$ cat config.mk
export PLATFORM = sky130hd
export DESIGN_NAME = counter_to_99_flat
export DESIGN_NICKNAME = d
export VERILOG_FILES = /design/src/rtl/counter_to_99_if.sv /design/src/rtl/counter_to_99.sv /design/src/flat_wrapper.sv
export SDC_FILE = /design/constraint.sdc
export NUM_CORES = 1
export LEC_CHECK = 0
export BUFFER_PORTS_ARGS = -buffer_cell sky130_fd_sc_hd__buf_4
export CAP_MARGIN = 20
export CORE_AREA = 4 4 41 43
export DETAILED_ROUTE_END_ITERATION = 8
export DIE_AREA = 0 0 45 47
export SYNTH_ARGS = -nofsm -noshare
export SYNTH_HDL_FRONTEND = slang
export SYNTH_SLANG_ARGS = --single-unit
$ cat constraint.sdc
create_clock -name clk -period 1.4 [get_ports clk]
set_input_delay 0.07 -clock clk [delete_from_list [all_inputs] [get_ports clk]]
set_output_delay 0.07 -clock clk [all_outputs]
set_load 0.02 [all_outputs]
$ cat src/rtl/counter_to_99_if.sv
// Enable/carry bundle of the mod-100 BCD counter stage.
// The master drives the count enable and receives the two carry flags.
interface counter_to_99_if;
  logic x;
  logic y1;
  logic y2;

  modport master (
    output x,
    input  y1,
    input  y2
  );

  modport slave (
    input  x,
    output y1,
    output y2
  );
endinterface

$ cat src/rtl/counter_to_99.sv
// Cascadable two-digit BCD event counter (00..99).
// Reports the units carry (y1) and the full-count carry (y2) combinationally.
module counter_to_99 (
  input  logic            clk,
  input  logic            reset,
  counter_to_99_if.slave  bus
);

  logic [3:0] units;
  logic [3:0] tens;
  logic       units_top;
  logic       tens_top;

  // Codes 10..15 can only appear after an uninitialised power-up.
  // Treating them as 9 makes the next enabled edge clear that digit.
  function automatic logic digit_top(input logic [3:0] d);
    return (d >= 4'd9);
  endfunction

  function automatic logic [3:0] digit_next(input logic [3:0] d);
    return digit_top(d) ? 4'd0 : d + 4'd1;
  endfunction

  assign units_top = digit_top(units);
  assign tens_top  = digit_top(tens);

  always_ff @(posedge clk or posedge reset) begin
    if (reset) begin
      units <= 4'd0;
      tens  <= 4'd0;
    end else if (bus.x) begin
      units <= digit_next(units);
      if (units_top) begin
        tens <= digit_next(tens);
      end
    end
  end

  // Flags report legal 9s only, so y2 always implies y1.
  assign bus.y1 = bus.x & (units == 4'd9);
  assign bus.y2 = bus.x & (units == 4'd9) & (tens == 4'd9);

  logic unused_top;
  assign unused_top = tens_top;

endmodule

$ cat src/flat_wrapper.sv
// flat-port wrapper written by rule: the top's interface ports become plain ports
module counter_to_99_flat 
  (clk, reset, bus_x, bus_y1, bus_y2);
  counter_to_99_if bus_i ();
  input  logic clk;
  input  logic reset;
  input wire logic [$bits(bus_i.x)-1:0] bus_x;
  output wire logic [$bits(bus_i.y1)-1:0] bus_y1;
  output wire logic [$bits(bus_i.y2)-1:0] bus_y2;
  assign bus_i.x = bus_x;
  assign bus_y1 = bus_i.y1;
  assign bus_y2 = bus_i.y2;
  counter_to_99 u_core (.clk(clk), .reset(reset), .bus(bus_i));
endmodule
# After elaboration in Yosys (flattened, before gate mapping)
# Index checks and enable logic that the tools add are counted.
[word_totals]
out_inout_bits = 2
elab_cells = 13
inputBits = 3
ff_bits = 8
[classes]
bitwise = 2
n_reduce_logical = 1
n_eq_ne = 2
magnitude_cmp = 2
n_mux = 2
n_addsub = 2
[op_table]
columns = ["op", "count"]
rows = [
  ["$add A4 B1 Y4 const B", 2],
  ["$eq A4 B4 Y1 const B", 2],
  ["$ge A4 B4 Y1 const B", 2],
  ["$mux W4", 2],
  ["$and A1 B1 Y1", 2],
  ["$reduce_and A2 Y1", 1],
]

# Logic depth before layout (Yosys ltp)
# Gate-level depths: netlist of run 1.
[depth]
ltp_word = 3
ltp_mapped = 5
mapped_depth_nobuf = 5

# Least setup slack after synthesis of run 1
# OpenSTA, ideal clock, no wires.
[synth_timing]
kind = "reg2out"
startpoint = "register u_core.units[1]"
endpoint = "output port bus_y2"
required_time_ns = 1.330
n_path_buf = 0
path_stages_with_launch = 5
arrival_time_ns = 1.396
slack_ns = -0.066
path_cell_list = "dfrtp_1 inv_1 ha_1 nor3b_2 and4b_1"
[synth_via]
elab_chain_cells = 3
[synth_lines]
columns = ["element", "line_no", "rtl"]
rows = [
  ["start, declared", "counter_to_99.sv:9", "logic [3:0] units;"],
  ["start signal, assigned", "counter_to_99.sv:32", "units <= digit_next(units);"],
  ["$eq A4 B4 Y1", "-", ""],
  ["$and A1 B1 Y1", "-", ""],
  ["via bus_y1", "flat_wrapper.sv:8", "output wire logic [$bits(bus_i.y1)-1:0] bus_y1;"],
  ["$and A1 B1 Y1", "counter_to_99.sv:41", "assign bus.y2 = bus.x & (units == 4'd9) & (tens == 4'd9);"],
  ["end, declared", "flat_wrapper.sv:9", "output wire logic [$bits(bus_i.y2)-1:0] bus_y2;"],
]
# The timed path passes the listed nets, and every way through them passes these cells.

# Final worst setup path of run 1
[layout_timing]
startpoint = "register u_core.units[1]"
endpoint = "output port bus_y2"
[layout_via]
elab_chain_cells = 3
[layout_lines]
columns = ["element", "line_no"]
rows = [
  ["$eq A4 B4 Y1", "counter_to_99.sv:41"],
  ["$and A1 B1 Y1 (2 in series)", "counter_to_99.sv:41"],
]
# No other way between the ends.

==> results of run 1 <==
## registers in the layout (all words and copies together) (netlist names)
| name | count |
|---|---|
| u_core.units | 4 |
| u_core.tens | 4 |
## where the power goes
group	switching, mW	internal [mW]	leakage [nW]
registers	0.114	0.332	0.100
clock network	0.0803	0.0983	0.0138
logic	0.340	0.375	0.209
total	0.534	0.805	0.323
## worst min-delay path by stage
stage	slack, ns	cells past startpoint	endpoint
floorplan	-0.11	1	u_core.tens[0]
global placement	0.06	2	u_core.tens[1]
detailed placement	0.05	2	u_core.tens[1]
CTS	0.06	2	u_core.units[1]
global route	0.08	2	u_core.units[1]
finish	0.07	2	u_core.units[1]
## through the flow
step	util	total power [mW]	TNS (ns)	hold slack [ns]	setup slack (ns)
6_report	0.5327	1.339	-0.1381	0.06928	-0.07610
5_1_grt	0.5327	1.469	-0.6797	0.08458	-0.1594
4_1_cts	0.5183	1.300	-0.1936	0.06447	-0.09377
3_5_place_dp	0.4721	1.056	-0.03090	0.05171	-0.03090
3_3_place_gp	0.4721	1.044	0	0.05510	0.005377
2_1_floorplan	-	0.8501	-0.00007572	-0.1143	-0.00007572
## logic make-up (layout without fill, tap and decap cells)
| family | after synthesis | count (layout) | synth area share |
|---|---|---|---|
| DFF | 8 | 8 | 0.3837 |
| xor gates and xnor gates | 1 | 1 | 0.01679 |
| muxes | 1 | 1 | 0.02877 |
| adders and majority gates | 6 | 6 | 0.1439 |
| and+or+nand+nor | 18 | 18 | 0.2302 |
| AOI/OAI and AO/OA | 12 | 12 | 0.1535 |
| buffers and inverters | 6 | 21 | 0.04316 |
## synthesized netlist by cell type
library cell / instances
inv_1: 6
nor3b_1: 1
nor2b_1: 3
o31ai_1: 2
xor2_1: 1
mux2_4: 1
a41oi_1: 1
o21ai_0: 4
ha_1: 6
and4b_1: 1
o21ai_1: 2
nand2_1: 3
o21a_1: 1
o22ai_1: 1
or2_1: 1
dfrtp_1: 8
nor2_1: 3
o31ai_2: 1
nand2b_1: 1
nor3b_2: 1
nand2_2: 1
nor2_2: 1
nor3b_4: 1
nand3_1: 1
## cells in the final DEF (no fill, tap or decap), types with 2 or more instances in the layout
master,netlist,final
buf_4,0,10
dfrtp_1,8,7
ha_1,6,5
inv_1,6,4
o21ai_0,4,4
nor2_1,3,3
nand2_1,3,3
clkbuf_4,0,3
nor3b_4,1,2
nor2b_1,3,2
o31ai_1,2,2
inv_2,0,2
## layout make-up
type                    instances  area (um2)
flip-flops and latches          8       201.4
fillers                       127       608.1
multi-input cells              38       331.6
inverters                       6       22.52
well taps                      15       18.77
repair buffers                 12       96.34
clock buffers                   3       22.52
## repair_timing
action / in CTS / in global routing
endpoints found under the setup margin: 4 / 10
hold buffers: 1 / 0
buffers inserted: 2 / 0
hold endpoints to repair: 8 / 0
resized for setup: 3 / 7
pin swaps: 3 / 1
## layer usage
layer / track usage / vias up / part of all wire
li1: - / 212 / -
met1: 0.1632 / 188 / 0.47
met2: 0.1836 / 11 / 0.48
met3: 0.02299 / 0 / 0.051
met4: 0.01754 / 0 / 0
met5: 0 / - / 0
==> results.json, run 1 <==
{
  "syn_nets": 61,
  "fin_crit_ns": 1.476,
  "drt-initial-drc-count": 10,
  "grt_pass1_vias": 378,
  "dp_cells": 76,
  "totalWireLength_um": 992,
  "rsz0062_at_grt": "yes",
  "viasPerCell": 5.012,
  "worst-r2r-cell-count": 5,
  "clock-sinks": 8,
  "crit_start": "u_core.units[1]",
  "hold_class": "primary input to flip-flop",
  "path_cells": "inv_2 -> ha_4 -> nor3b_4 -> and4b_1 -> buf_4",
  "drv_cap": 0,
  "critical_path_class": "flip-flop to output pin",
  "antenna_found_initial": 0,
  "worstPathBufferInverterCount": 2,
  "cts-buffers-inserted": 3,
  "nets": 78,
  "row_count": 13,
  "cts_tree": "done",
  "grt_overflow": 0,
  "hold_start": "bus_x",
  "vias": 411,
  "relSlewSlack": 0.7767,
  "start_util": 0.4010,
  "grt_max_degree": 9,
  "fin_area_um2": 693.2,
  "syn-instance-count": 52,
  "grt_util_all_layers": 0.1147,
  "setup_viol": 2,
  "h-tree-depth": 1,
  "crit_cells": 5,
  "antennaDiodeCount": 0,
  "finalWorstSetupSlack_ns": -0.07610,
  "antenna_left": 0,
  "cp_data_required_time_ns": 1.33,
  "layout-drive-gt1-share": 0.4179,
  "place_area_um2": 614.3,
  "globalplace.congestion": 0.7084,
  "fp.coreArea_mm2": 0.001301,
  "cp-start-kind": "flip-flop",
  "violations": "negative setup slack",
  "grt_pass1_wl_mm": 1.738,
  "reg2reg_to": "u_core.tens[0]",
  "synth_cell_types": 24,
  "crit_slowest_cell": "dfrtp_1",
  "cts_root_buf": "clkbuf_4",
  "yosysTopAreaCellShare": 0.3837,
  "fp.dieW_um": 45,
  "hold_violations": 0,
  "period_share": 1.054,
  "peakVddDrop_uv": 890.7,
  "wl_per_cell_um": 12.10,
  "synth_top_area_cell": "dfrtp_1",
  "max_stage_delay_ns": 0.38,
  "synth_seq_cells": 8,
  "io_buffers": 4,
  "crit_fanout": 3,
  "ys_seq_area_frac": 0.3837,
  "finalNonFillerCells": 82,
  "fmaxAchievable_mhz": 677.5,
  "fp.dieH_um": 47,
  "cts.path.max_buffers": 2,
  "finalMaxSlewViolations": 0,
  "regToRegSetupSlack_ns": -0.06,
  "path_clk_slew_ns": 0.06,
  "crit_end": "bus_y2",
  "syn_to_final_growth_pct": 32.85,
  "regToRegStartpoint": "u_core.units[0]",
  "synthTopCellsByArea": "dfrtp_1, ha_1, inv_1",
  "crit_arrival_ns": 1.41,
  "cp_top_family": "simple AND/OR/NAND/NOR gates",
  "power_density_mw_per_mm2": 1932,
  "drc": 0,
  "syn_avg_cell_area_um2": 10.03,
  "dr.pass1.iters": 4,
  "io_pins": 5,
  "ys_warn_count": 0,
  "worstSkewPairLatency_ns": 0.25,
  "synth_area_um2": 521.8,
  "p_leak_nw": 0.3230,
  "clock_skew_ns": 0.005968,
  "tightestPinTransition_ns": 0.3346,
  "dieArea_mm2": 0.002115,
  "cp-end-kind": "output pin",
  "dp_hpwl_um": 743.6,
  "run_status": "finished, violations left"
}
(Power assumes the default switching activity.)
==> run 2: changes to the inputs <==
--- a/config.mk
+++ b/config.mk
@@ -5,6 +5,7 @@
 export SDC_FILE = /design/constraint.sdc
 export NUM_CORES = 1
 export LEC_CHECK = 0
+export ABC_AREA = 1
 export BUFFER_PORTS_ARGS = -buffer_cell sky130_fd_sc_hd__buf_4
 export CAP_MARGIN = 20
 export CORE_AREA = 4 4 41 43
==> run 2 against run 1 <==
  * The flow still finishes with violations (negative setup slack)
  * Setup slack better by 0.061 ns
  * Sequential share of layout area rose by 3.7 points
  * Hold slack improved by 0.025 ns
  * Largest power group unchanged
  * Non-clock buffer count fell by 6
  * Utilization shrank 6.3 points
  * Via count decreased by 6.8%
  * First-iteration DRC count shrank 90%
==> results.json, run 2 <==
{
  "run_status": "finished, violations left",
  "violations": "negative setup slack",
  "cts.path.max_buffers": 2,
  "power_density_mw_per_mm2": 1823,
  "dp_hpwl_um": 664,
  "top_regs": "u_core.tens (4), u_core.units (4)",
  "relSlewSlack": 0.8111,
  "grt_pass1_vias": 346,
  "finalWorstSetupSlack_ns": -0.01496,
  "regToRegStartpoint": "u_core.units[0]",
  "synth_edf_count": 0,
  "nets": 84,
  "fmaxAchievable_mhz": 706.7,
  "fill_cells": 133,
  "start_util": 0.3942,
  "fin_crit_ns": 1.415,
  "totalWireLength_um": 826,
  "ys_warn_count": 0,
  "final_cell_mix": "nand2_1, inv_1, nand3_1",
  "min_to": "u_core.units[1]",
  "synth_area_um2": 513.0,
  "antenna_found_initial": 0,
  "tightestPinTransition_ns": 0.2831,
  "globalplace.congestion": 0.7172,
  "drv_cap": 0,
  "hold_start": "bus_x",
  "row_count": 13,
  "grt_overflow": 0,
  "syn_nets": 73,
  "syn-instance-count": 64,
  "path_clk_slew_ns": 0.05,
  "syn_avg_cell_area_um2": 8.016,
  "cp_data_required_time_ns": 1.33,
  "dieArea_mm2": 0.002115,
  "peakVddDrop_uv": 890.4,
  "fin_util": 0.4692,
  "cts-buffers-inserted": 3,
  "viasPerCell": 4.352,
  "syn_to_final_growth_pct": 19.02,
  "hold_violations": 0,
  "fp.coreArea_mm2": 0.001301,
  "crit_arrival_ns": 1.34,
  "cp-start-kind": "flip-flop",
  "wl_per_cell_um": 9.386,
  "drc": 0,
  "vias": 383,
  "fp.dieW_um": 45,
  "antennaDiodeCount": 0,
  "hold_class": "primary input to flip-flop",
  "synth_seq_cells": 8,
  "rsz0062_at_grt": "yes",
  "met1_usage": 0.1341,
  "synth_top_area_cell": "dfrtp_1",
  "final_common_cell": "nand2_1",
  "period_share": 1.011,
  "yosysTopAreaCellShare": 0.3902,
  "h-tree-depth": 1,
  "drt-initial-drc-count": 1,
  "cts_root_buf": "clkbuf_4",
  "hold_depth": 2,
  "synth-main-ff-cell": "dfrtp_1",
  "setup_viol": 1,
  "synth_cell_types": 17,
  "io_pins": 5,
  "cp-end-kind": "output pin",
  "clock-sinks": 8,
  "met2_usage": 0.1271,
  "busiest_layer": "met1",
  "critical_path_class": "flip-flop to output pin",
  "regToRegSetupSlack_ns": 0.19,
  "finalMaxSlewViolations": 0,
  "worstSkewPairLatency_ns": 0.24,
  "clock_skew_ns": 0.005030,
  "grt_use_met3": 0.01149,
  "dr.pass1.iters": 2,
  "io_buffers": 4,
  "ys_seq_area_frac": 0.3902,
  "synthArstFlopShare": 1.000,
  "reg2reg_to": "u_core.tens[2]",
  "crit_fanout": 3,
  "layout-drive-gt1-share": 0.2329,
  "grt_max_degree": 9,
  "fp.dieH_um": 47,
  "grt_util_all_layers": 0.09592,
  "ys_top_cells_by_count": "inv_1, nand2_1, nand3_1, dfrtp_1, ha_1",
  "cts_tree": "done",
  "synthTopCellsByArea": "dfrtp_1, ha_1, inv_1",
  "p_leak_nw": 0.3348,
  "antenna_left": 0,
  "grt_pass1_wl_mm": 1.428,
  "power_mw": 1.113,
  "whs_ns": 0.09449,
  "worst-r2r-cell-count": 7
}
-- run 2: layer usage --
layer	routed length [um]	share of wire	vias to the layer above
li1	-	-	217
met1	446	0.54	161
met2	348	0.42	3
met3	22	0.027	2
met4	9	0.011	0
met5	0	0	-
-- run 2: area by class of cell --
cell class / instances / area (um2) / share of cell area
multi-input combinational: 41 / 261.5 / 0.4283
tap: 15 / 18.77 / 0.03074
timing repair buffer: 6 / 47.55 / 0.07787
sequential: 8 / 200.2 / 0.3279
clock buffer: 3 / 22.52 / 0.03689
inverter: 15 / 60.06 / 0.09836
-- run 2: cell families (layout without fill, tap and decap cells) --
group                    count (synthesis)  after routing  synth area share
AO/OA/AOI/OAI                            3              3           0.02926
XOR/XNOR                                 2              2           0.03415
adder cells (fa/ha/maj)                  6              6            0.1463
buffers and inverters                   15             24            0.1171
flip-flops                               8              8            0.3902
AND/OR/NAND/NOR                         30             30            0.2829
-- run 2: stage by stage --
step                      TNS [ns]  instance area, um2  instances  worst slack, ns
after global routing       -0.1117               610.6         88          -0.1114
final                     -0.01496               610.6         88         -0.01496
after global placement           0               568.0         83           0.1915
after floorplan                  0               519.2         64           0.1590
after CTS                 -0.02930               608.1         88         -0.02930
after detailed placement         0               568.0         83           0.1654
-- run 2: worst max-delay path by stage --
stage / endpoint / slack (ns) / start
floorplan: bus_y2 / 0.16 / u_core.units[1]
finish: bus_y2 / -0.01 / u_core.units[1]
global route: bus_y2 / -0.11 / u_core.units[0]
global placement: u_core.tens[1] / 0.19 / u_core.units[0]
CTS: bus_y2 / -0.03 / u_core.units[1]
detailed placement: u_core.tens[2] / 0.17 / u_core.units[1]
-- run 2: critical path, cell delays in order, from the launching register on --
cell,delay (ns)
dfrtp_1,0.38
inv_2,0.07
ha_2,0.17
inv_1,0.05
nor4_2,0.25
buf_4,0.18
-- run 2: power by group --
group          switching, mW  internal [mW]  total (mW)
logic                  0.296          0.206       0.502
clock network         0.0673         0.0973       0.165
registers              0.114          0.332       0.446
-- run 2: repair_timing --
action / CTS / global route
endpoints found under the hold margin: 8 / 0
buffers inserted: 1 / 0
gates resized for setup: 1 / 1
setup endpoints to repair: 1 / 2
hold buffers: 1 / 0
pin swaps: 0 / 0
gates cloned: 0 / 0
==> run 3: changes to the inputs <==
--- a/config.mk
+++ b/config.mk
@@ -8,9 +8,12 @@
 export ABC_AREA = 1
 export BUFFER_PORTS_ARGS = -buffer_cell sky130_fd_sc_hd__buf_4
 export CAP_MARGIN = 20
-export CORE_AREA = 4 4 41 43
+export CELL_PAD_IN_SITES_DETAIL_PLACEMENT = 0
+export CELL_PAD_IN_SITES_GLOBAL_PLACEMENT = 2
+export CORE_MARGIN = 4
+export CORE_UTILIZATION = 28
 export DETAILED_ROUTE_END_ITERATION = 8
-export DIE_AREA = 0 0 45 47
+export PLACE_DENSITY_LB_ADDON = 0.1
 export SYNTH_ARGS = -nofsm -noshare
 export SYNTH_HDL_FRONTEND = slang
 export SYNTH_SLANG_ARGS = --single-unit
==> run 3 against run 2 <==
  * The flow now finishes without violations
  * Setup slack improved by 0.050 ns
  * Clock skew down 0.00076 ns
  * Via count is 5.7% higher
==> results.json, run 3 (synthesized netlist as in run 2, its figures left out) <==
{
  "cts.path.max_buffers": 2,
  "tightestPinTransition_ns": 0.3029,
  "grt_pass1_wl_mm": 1.635,
  "setup_viol": 0,
  "tns_ns": 0,
  "fp.dieH_um": 50.81,
  "totalWireLength_um": 923,
  "worst-r2r-cell-count": 9,
  "cts_root_buf": "clkbuf_4",
  "antenna_found_initial": 0,
  "grt_pass1_vias": 385,
  "final_cell_mix": "nand2_1, inv_1, nand3_1",
  "clock-sinks": 8,
  "drc": 0,
  "syn_to_final_growth_pct": 27.56,
  "fp.dieW_um": 50.81,
  "vias": 405,
  "pre_cts_slack_ns": 0.1445,
  "io_buffers": 4,
  "finalMaxSlewViolations": 0,
  "start_util": 0.2971,
  "crit_fanout": 2,
  "layout-drive-gt1-share": 0.2800,
  "drv_cap": 0,
  "period_share": 0.9747,
  "grt_util_all_layers": 0.08865,
  "fmaxAchievable_mhz": 732.8,
  "drt-initial-drc-count": 1,
  "row_count": 15,
  "worstSkewPairLatency_ns": 0.25,
  "io_pins": 5,
  "wl_per_cell_um": 9.230,
  "run_status": "completed",
  "final_common_cell": "nand2_1",
  "grt_max_degree": 9,
  "hold_start": "bus_x",
  "cts_tree": "done",
  "cts-buffers-inserted": 3,
  "cp-start-kind": "flip-flop",
  "critical_path_class": "flip-flop to output pin",
  "whs_ns": 0.1007,
  "regToRegStartpoint": "u_core.units[1]",
  "min_to": "u_core.units[0]",
  "path_clk_slew_ns": 0.05,
  "fin_crit_ns": 1.365,
  "clock_skew_ns": 0.004266,
  "dieArea_mm2": 0.002581,
  "globalplace.congestion": 0.7341,
  "top_regs": "u_core.tens (4), u_core.units (4)",
  "cp_data_required_time_ns": 1.33,
  "h-tree-depth": 1,
  "fp.coreArea_mm2": 0.001727,
  "p_leak_nw": 0.3454,
  "relSlewSlack": 0.7978,
  "reg2reg_to": "u_core.tens[3]",
  "regToRegSetupSlack_ns": 0.20,
  "hold_depth": 2,
  "cp-end-kind": "output pin",
  "grt_overflow": 0,
  "antennaDiodeCount": 0,
  "hold_class": "primary input to flip-flop",
  "hold_violations": 0,
  "antenna_left": 0,
  "crit_arrival_ns": 1.29,
  "power_density_mw_per_mm2": 1820,
  "rsz0062_at_grt": "yes",
  "power_mw": 1.191,
  "finalWorstSetupSlack_ns": 0.03536,
  "viasPerCell": 4.050,
  "peakVddDrop_uv": 719.3,
  "dr.pass1.iters": 3,
  "nets": 86,
  "dp_hpwl_um": 753.8
}
==> run 3: changes by cell type in the layout (fill, tap and decap cells not counted) <==
cell,change
dfrtp_1,-1
nand3_1,-1
ha_4,+1
dfrtp_2,+1
buf_4,+2
ha_2,-1
nand3_2,+1
==> run 3: worst max-delay path by stage <==
| stage | start | to |
|---|---|---|
| finish | u_core.units[1] | bus_y2 |
| floorplan | u_core.units[1] | bus_y2 |
| CTS | u_core.units[0] | bus_y2 |
| detailed placement | u_core.units[1] | u_core.tens[2] |
| global placement | u_core.units[1] | u_core.tens[2] |
| global route | u_core.units[1] | bus_y2 |
==> run 3: cell type report <==
class	count	area (um2)
Clock buffer	3	22.52
Fill cell	201	1072
Inverter	15	60.06
Multi-Input combinational cell	41	276.5
Sequential cell	8	201.4
Tap cell	25	31.28
Timing Repair Buffer	8	62.56
==> run 3: layer usage <==
layer,GRT usage,up-vias,wire length [um],share of wire
met1,0.1180,179,491,0.53
li1,-,218,-,-
met3,0.02671,2,35,0.038
met4,0.05381,0,10,0.011
met2,0.1239,6,385,0.42
met5,0,-,0,0
==> run 3: timing repair <==
| item | 4_1_cts | 5_1_grt |
|---|---|---|
| hold buffers | 1 | 0 |
| gates resized for setup | 3 | 2 |
| hold endpoints to repair | 8 | 0 |
| buffers inserted | 3 | 0 |
| endpoints found under the setup margin | 2 | 1 |
==> run 3: worst max-delay path, cell delays in order, from the launching register on <==
cell and delay [ns]:
dfrtp_1 0.38, inv_2 0.07, ha_4 0.12, inv_1 0.05, nor4_2 0.25, buf_4 0.17
==> run 3: where the power goes <==
part | internal (mW) | total (mW) | switching (mW) | leakage, nW
Combinational | 0.245 | 0.572 | 0.327 | 0.230
Clock | 0.0977 | 0.171 | 0.0730 | 0.0138
Sequential | 0.335 | 0.448 | 0.113 | 0.102
==> run 3: through the flow <==
stage,cell area [um2],util,cells
6_report,654.4,0.3790,100
4_1_cts,648.1,0.3754,100
2_1_floorplan,519.2,-,64
3_5_place_dp,580.6,0.3362,93
5_1_grt,654.4,0.3790,100
3_3_place_gp,580.6,0.3362,93
